## src/rtl/exec_sequencer.sv

```systemverilog
// -----------------------------------------------------------------------------
// exec_sequencer
// Multi-cycle control FSM for the 8-bit core. Takes one instruction per fetch
// handshake, then walks the single-port register file and the ALU through the
// read, execute and writeback steps. Each instruction retires with a one-cycle
// pc_inc pulse. Only one instruction is ever in flight.
//
// Handshakes:
//   fetch : an instruction transfers on a rising edge where instr_valid and
//           instr_ready are both high; instr_ready is high only in FETCH.
//   alu   : alu_start is a one-cycle pulse; alu_op/alu_a/alu_b stay stable
//           until alu_done is seen or the wait times out. alu_done is only
//           looked at from the first WAIT_ALU cycle onward.
//
// Ports:
//   clk, rst          rising-edge clock, asynchronous active-high reset
//   instr_valid/instr instruction word ([7:4] op, [3:2] rd/rs1, [1:0] rs2/imm)
//   instr_ready       sequencer accepts instr this cycle
//   rf_en/rf_we       register file strobe / write select
//   rf_addr/rf_wdata  register index / write data
//   rf_rdata          read data, valid the cycle after a read strobe
//   alu_start         one-cycle ALU start pulse
//   alu_op/a/b        ALU opcode and operands (driven in EXEC and WAIT_ALU)
//   alu_done/result   ALU completion and result
//   pc_inc            one-cycle PC increment pulse (RETIRE)
//   halted/resume     high in HALT / leaves HALT
//   err_timeout       sticky ALU timeout flag, cleared only by rst
//   state_dbg         current FSM state encoding
// -----------------------------------------------------------------------------
module exec_sequencer #(
  parameter int DATA_W      = 8,
  parameter int ALU_TIMEOUT = 16
) (
  input  logic              clk,
  input  logic              rst,
  input  logic              instr_valid,
  input  logic [7:0]        instr,
  output logic              instr_ready,
  output logic              rf_en,
  output logic              rf_we,
  output logic [1:0]        rf_addr,
  output logic [DATA_W-1:0] rf_wdata,
  input  logic [DATA_W-1:0] rf_rdata,
  output logic              alu_start,
  output logic [3:0]        alu_op,
  output logic [DATA_W-1:0] alu_a,
  output logic [DATA_W-1:0] alu_b,
  input  logic              alu_done,
  input  logic [DATA_W-1:0] alu_result,
  output logic              pc_inc,
  output logic              halted,
  input  logic              resume,
  output logic              err_timeout,
  output logic [3:0]        state_dbg
);

  typedef enum logic [3:0] {
    S_IDLE     = 4'd0,
    S_FETCH    = 4'd1,
    S_RD_A     = 4'd2,
    S_RD_B     = 4'd3,
    S_CAP_B    = 4'd4,
    S_EXEC     = 4'd5,
    S_WAIT_ALU = 4'd6,
    S_WB       = 4'd7,
    S_RETIRE   = 4'd8,
    S_HALT     = 4'd9
  } state_t;

  localparam int CNT_W = $clog2(ALU_TIMEOUT + 1);
  localparam logic [CNT_W-1:0] CNT_LAST = CNT_W'(ALU_TIMEOUT - 1);

  // Opcode classes
  function automatic logic op_is_nop(input logic [3:0] op);
    return (op <= 4'h2);
  endfunction

  function automatic logic op_is_hlt(input logic [3:0] op);
    return (op == 4'h3);
  endfunction

  // RI ops: 9, B..F. Everything from 4 upward that is not RI is RR.
  function automatic logic op_is_ri(input logic [3:0] op);
    return (op == 4'h9) || (op >= 4'hB);
  endfunction

  function automatic logic op_is_cmp(input logic [3:0] op);
    return (op == 4'h7) || (op == 4'hF);
  endfunction

  state_t            state, state_n;
  logic [7:0]        ir;
  logic [DATA_W-1:0] a_q, b_q, res_q;
  logic [CNT_W-1:0]  cnt;

  logic ir_ld, a_ld, b_ld_rf, b_ld_imm, res_ld, cnt_inc, err_set;
  logic ir_ri, ir_cmp;
  logic [DATA_W-1:0] imm_ext;

  assign ir_ri     = op_is_ri(ir[7:4]);
  assign ir_cmp    = op_is_cmp(ir[7:4]);
  assign imm_ext   = {{(DATA_W-2){ir[1]}}, ir[1:0]};
  assign state_dbg = state;

  // State and datapath registers
  always_ff @(posedge clk or posedge rst) begin
    if (rst) begin
      state       <= S_IDLE;
      ir          <= '0;
      a_q         <= '0;
      b_q         <= '0;
      res_q       <= '0;
      cnt         <= '0;
      err_timeout <= 1'b0;
    end else begin
      state <= state_n;
      if (ir_ld)    ir    <= instr;
      if (a_ld)     a_q   <= rf_rdata;
      if (b_ld_rf)  b_q   <= rf_rdata;
      if (b_ld_imm) b_q   <= imm_ext;
      if (res_ld)   res_q <= alu_result;
      // The counter only runs while waiting on the ALU; any other cycle
      // leaves it at zero so each wait starts from a clean count.
      if (cnt_inc) cnt <= cnt + 1'b1;
      else         cnt <= '0;
      if (err_set) err_timeout <= 1'b1;
    end
  end

  // Next state and outputs
  always_comb begin
    state_n     = state;
    instr_ready = 1'b0;
    rf_en       = 1'b0;
    rf_we       = 1'b0;
    rf_addr     = 2'b00;
    rf_wdata    = '0;
    alu_start   = 1'b0;
    alu_op      = 4'h0;
    alu_a       = '0;
    alu_b       = '0;
    pc_inc      = 1'b0;
    halted      = 1'b0;
    ir_ld       = 1'b0;
    a_ld        = 1'b0;
    b_ld_rf     = 1'b0;
    b_ld_imm    = 1'b0;
    res_ld      = 1'b0;
    cnt_inc     = 1'b0;
    err_set     = 1'b0;

    case (state)
      S_IDLE: state_n = S_FETCH;

      S_FETCH: begin
        instr_ready = 1'b1;
        if (instr_valid) begin
          ir_ld = 1'b1;
          if (op_is_nop(instr[7:4]))      state_n = S_RETIRE;
          else if (op_is_hlt(instr[7:4])) state_n = S_HALT;
          else                            state_n = S_RD_A;
        end
      end

      // First read: rs2 for RR, rd/rs1 for RI
      S_RD_A: begin
        rf_en   = 1'b1;
        rf_addr = ir_ri ? ir[3:2] : ir[1:0];
        state_n = S_RD_B;
      end

      // Operand A arrives now; RR overlaps the second read with the capture.
      S_RD_B: begin
        a_ld = 1'b1;
        if (ir_ri) begin
          b_ld_imm = 1'b1;
          state_n  = S_EXEC;
        end else begin
          rf_en   = 1'b1;
          rf_addr = ir[3:2];
          state_n = S_CAP_B;
        end
      end

      S_CAP_B: begin
        b_ld_rf = 1'b1;
        state_n = S_EXEC;
      end

      S_EXEC: begin
        alu_start = 1'b1;
        alu_op    = ir[7:4];
        alu_a     = a_q;
        alu_b     = b_q;
        state_n   = S_WAIT_ALU;
      end

      S_WAIT_ALU: begin
        alu_op = ir[7:4];
        alu_a  = a_q;
        alu_b  = b_q;
        if (alu_done) begin
          res_ld  = 1'b1;
          state_n = ir_cmp ? S_RETIRE : S_WB;
        end else if (cnt == CNT_LAST) begin
          // Abort: flag it and retire without writing anything back.
          err_set = 1'b1;
          state_n = S_RETIRE;
        end else begin
          cnt_inc = 1'b1;
        end
      end

      S_WB: begin
        rf_en    = 1'b1;
        rf_we    = 1'b1;
        rf_addr  = ir[3:2];
        rf_wdata = res_q;
        state_n  = S_RETIRE;
      end

      S_RETIRE: begin
        pc_inc  = 1'b1;
        state_n = S_FETCH;
      end

      // Resume retires the HLT itself so the PC steps past it.
      S_HALT: begin
        halted = 1'b1;
        if (resume) state_n = S_RETIRE;
      end

      default: state_n = S_IDLE;
    endcase
  end

endmodule
```

## config.mk

```make
export PLATFORM = sky130hd
export DESIGN_NAME = exec_sequencer
export DESIGN_NICKNAME = d
export VERILOG_FILES = /design/src/rtl/exec_sequencer.sv
export SDC_FILE = /design/constraint.sdc
export NUM_CORES = 1
export LEC_CHECK = 0
export CORE_MARGIN = 4
export CORE_UTILIZATION = 35
export CTS_BUF_LIST = sky130_fd_sc_hd__clkbuf_4
export CTS_CLUSTER_DIAMETER = 50
export DETAILED_ROUTE_END_ITERATION = 10
export PLACE_DENSITY = 0.71
export SETUP_SLACK_MARGIN = 0.5
export SLEW_MARGIN = 0
export SYNTH_ARGS = -nofsm -noshare
export SYNTH_HDL_FRONTEND = slang
export SYNTH_SLANG_ARGS = --single-unit
```

## constraint.sdc

```tcl
create_clock -name clk -period 2.3 [get_ports clk]
set_clock_uncertainty 0.2 [all_clocks]
set_input_delay 0.69 -clock clk [delete_from_list [all_inputs] [get_ports clk]]
set_output_delay 0.69 -clock clk [all_outputs]
set_load 0.05 [all_outputs]
```

==> flow_metrics.tcl <==
set metrics [dict create \
    pwr-share-comb 0.700 \
    coreArea_sq_um 6390 \
    drc 0 \
    die_h_um 89.4 \
    rows 29 \
    violations "negative setup slack" \
    yosys_warnings 0 \
    cts_tree "done" \
    fin_util 0.690 \
    max_freq_mhz 374 \
    finalSetupViolations 37 \
    io_buffers 69 \
    clock_power_share 0.065 \
    p_total_mw 5.81 \
    hp-class "reg2reg" \
    hpwl_um 4610 \
    syn_avg_cell_area_sq_um 10.5 \
    drt_iter0_markers 101 \
    vdd_ir_drop_max_uv 743 \
    fin_crit_ns 2.67 \
    start_util 0.363 \
    clock_latency_ns 0.36 \
    outcome "finished with violations" \
    grt-ovfl-total 0 \
    setup_slack_ns -0.372 \
    dominantRegCellSynth "dfrtp_1" \
    drtPass1Iterations 4 \
    synth.most_common_cell "dfrtp_1" \
    ant_nets 0 \
    final_nets 367 \
    period_share 1.16 \
    switching_share 0.422 \
    hold_viol 0 \
    h-tree-depth 2 \
    max-cap-violations 0 \
    routabilityCongestion 0.932 \
    critPathArrivalTime_ns 1.78 \
    synth_largest_area_cell "dfrtp_1" \
    netlist_instances 220 \
    grt_pass1_wl_um 11000 \
    grt_antenna_before_repair 0 \
    cts_buffers 5 \
    ys_types 46 \
    power_density_nw_per_um2 1320 \
    drt-total-wl_um 7070 \
    grt_start_max_net_pins 43 \
    power_switching_mw 2.45 \
    clockBufferDepth 2 \
    p_int_mw 3.36 \
    die-width_um 89.4 \
    cp_data_required_time_ns 1.41 \
    pin_count 70 \
    seqPwrFrac 0.235 \
    path_cells "nand2b_4 -> a21oi_4 -> buf_6 -> and2_4 -> buf_12" \
    fill_cells 422 \
    yosys-top-cells-area "dfrtp_1, mux2_4, and2_1" \
    yosysSeqAreaShare 0.453 \
    die_area_sq_um 8000 \
    vias_per_cell 5.16 \
    synthTopCellsByCount "dfrtp_1, nand2_1, and2_1, mux2_4" \
    cts_sinks 42 \
    cp-start-kind "flip-flop" \
    crit_slowest_cell "dfrtp_4" \
    syn-num-nets 251 \
    critical_path_peak_fanout 10 \
    power_leakage_nw 1.96 \
    crit_type "reg2out" \
    synth_seq_cells 42 \
    syn-cell-area_sq_um 2320 \
    synth_edf_count 0 \
    area_growth_pct 89.9 \
    drive_above_1_share 0.582 \
    worst_pin_slew_ns 0.334 \
    root_buffer "clkbuf_4" \
    synth_top_area_frac 0.453 \
    finalMaxSlewViolations 0 \
    max_stage_delay_ns 0.56 \
    rsz0062_at_grt "yes" \
    synth-async-reset-ratio 1.00 \
    routedWlPerCell_um 17.1 \
    endpoint_kind "output pin" \
    grt_pass1_vias 2242 \
    diodes 0 \
    grt_usage 0.181 \
    max_slew_margin 0.777 \
    clkSlewWorstSetupHoldPaths_ns 0.13 \
    num_vias 2136 \
]
cell usage in the layout, fill, tap and decap left out, types with 2 or more instances in the layout:
cell,n
nand3_1,4
clkinvlp_4,2
and2_4,30
dfrtp_4,2
or3_1,2
mux2_4,18
buf_4,25
o21ai_1,6
nand2_1,33
o2bb2ai_4,2
nand2b_4,4
nor2_4,9
clkbuf_4,5
a21oi_1,4
dfrtp_2,2
o21a_1,2
buf_12,45
clkdlybuf4s50_1,28
nand2_4,2
nor2_1,4
dfrtp_1,38
nand4bb_4,2
a21o_1,4
buf_6,18
nor4b_4,2
mux2_2,6
o21ai_0,6
or3_4,2
per-layer routing:
layer / track usage / vias up / wire length [um]
li1: - / 994 / -
met1: 0.206 / 1051 / 2620
met3: 0.0590 / 6 / 617
met2: 0.332 / 85 / 3790
met5: 0 / - / 0
met4: 0.0325 / 0 / 41
cell type report:
cell class,count,area [sq um],share of cell area
timing repair buffer,117,1590,0.360
clock buffer,5,37.5,0.00852
tap,77,96.3,0.0219
clock inverter,3,21.3,0.00483
inverter,3,22.5,0.00511
multi-input combinational,167,1580,0.359
sequential,42,1060,0.241
registers in the layout, indices dropped and copies added, names as in the netlist:
register	flops
err_timeout	1
a_q	8
res_q	8
ir	8
state_dbg	4
b_q	8
cnt	5
power by group through the flow:
| stage | Combinational (mW) | Sequential (mW) | Clock (mW) |
|---|---|---|---|
| after floorplan | 1.98 | 1.39 | 0 |
| after global placement | 3.29 | 1.32 | 0 |
| after detailed placement | 3.33 | 1.34 | 0 |
| after CTS | 3.76 | 1.34 | 0.391 |
| after global routing | 4.27 | 1.40 | 0.422 |
| final | 4.06 | 1.36 | 0.378 |
stage by stage:
| step | setup slack [ns] | hold WS, ns | cells | cell area [sq um] | TNS [ns] |
|---|---|---|---|---|---|
| 2_1_floorplan | -0.241 | 0.230 | 220 | 2550 | -4.12 |
| 3_3_place_gp | 0.0302 | 0.245 | 380 | 3840 | 0 |
| 3_5_place_dp | 0.00271 | 0.252 | 380 | 3840 | 0 |
| 4_1_cts | -0.369 | 0.294 | 406 | 4230 | -10.60 |
| 5_1_grt | -0.435 | 0.314 | 414 | 4410 | -13.78 |
| 6_report | -0.372 | 0.291 | 414 | 4410 | -11.42 |
cell families after synthesis:
logic type	Yosys count	synth area share
buf+inv	12	0.0269
xor+xnor	2	0.00755
simple gates	106	0.265
compound gates	32	0.0943
flops	42	0.453
fa+ha+maj	2	0.0108
mux	24	0.142
worst paths after layout:
path	startpoint	endpoint	slack, ns	depth (start not counted)
setup / recovery	state_dbg[1]	alu_op[3]	-0.37	5
hold / removal	cnt[0]	cnt[0]	0.29	1
setup reg to reg	state_dbg[2]	state_dbg[3]	0.26	8
hold reg to reg	cnt[0]	cnt[0]	0.29	1
max in group asynchronous	rst	state_dbg[1]	1.16	3
min in group asynchronous	rst	b_q[2]	0.51	3
worst max-delay path: cells and delay by family (launching register included):
kind / cells / cell delay [ns]
flops: 1 / 0.56
simple gates: 2 / 0.36
buf+inv: 2 / 0.30
compound gates: 1 / 0.21
what timing repair did:
item                                   in CTS  in global routing
resized for setup                          46                 29
setup endpoints to repair                  61                 74
buffers inserted                           16                  8
cloned                                      2                  0
pin swaps                                  21                  9
endpoints found under the hold margin       0                  0
hold buffers                                0                  0
(Power assumes the default switching activity.)
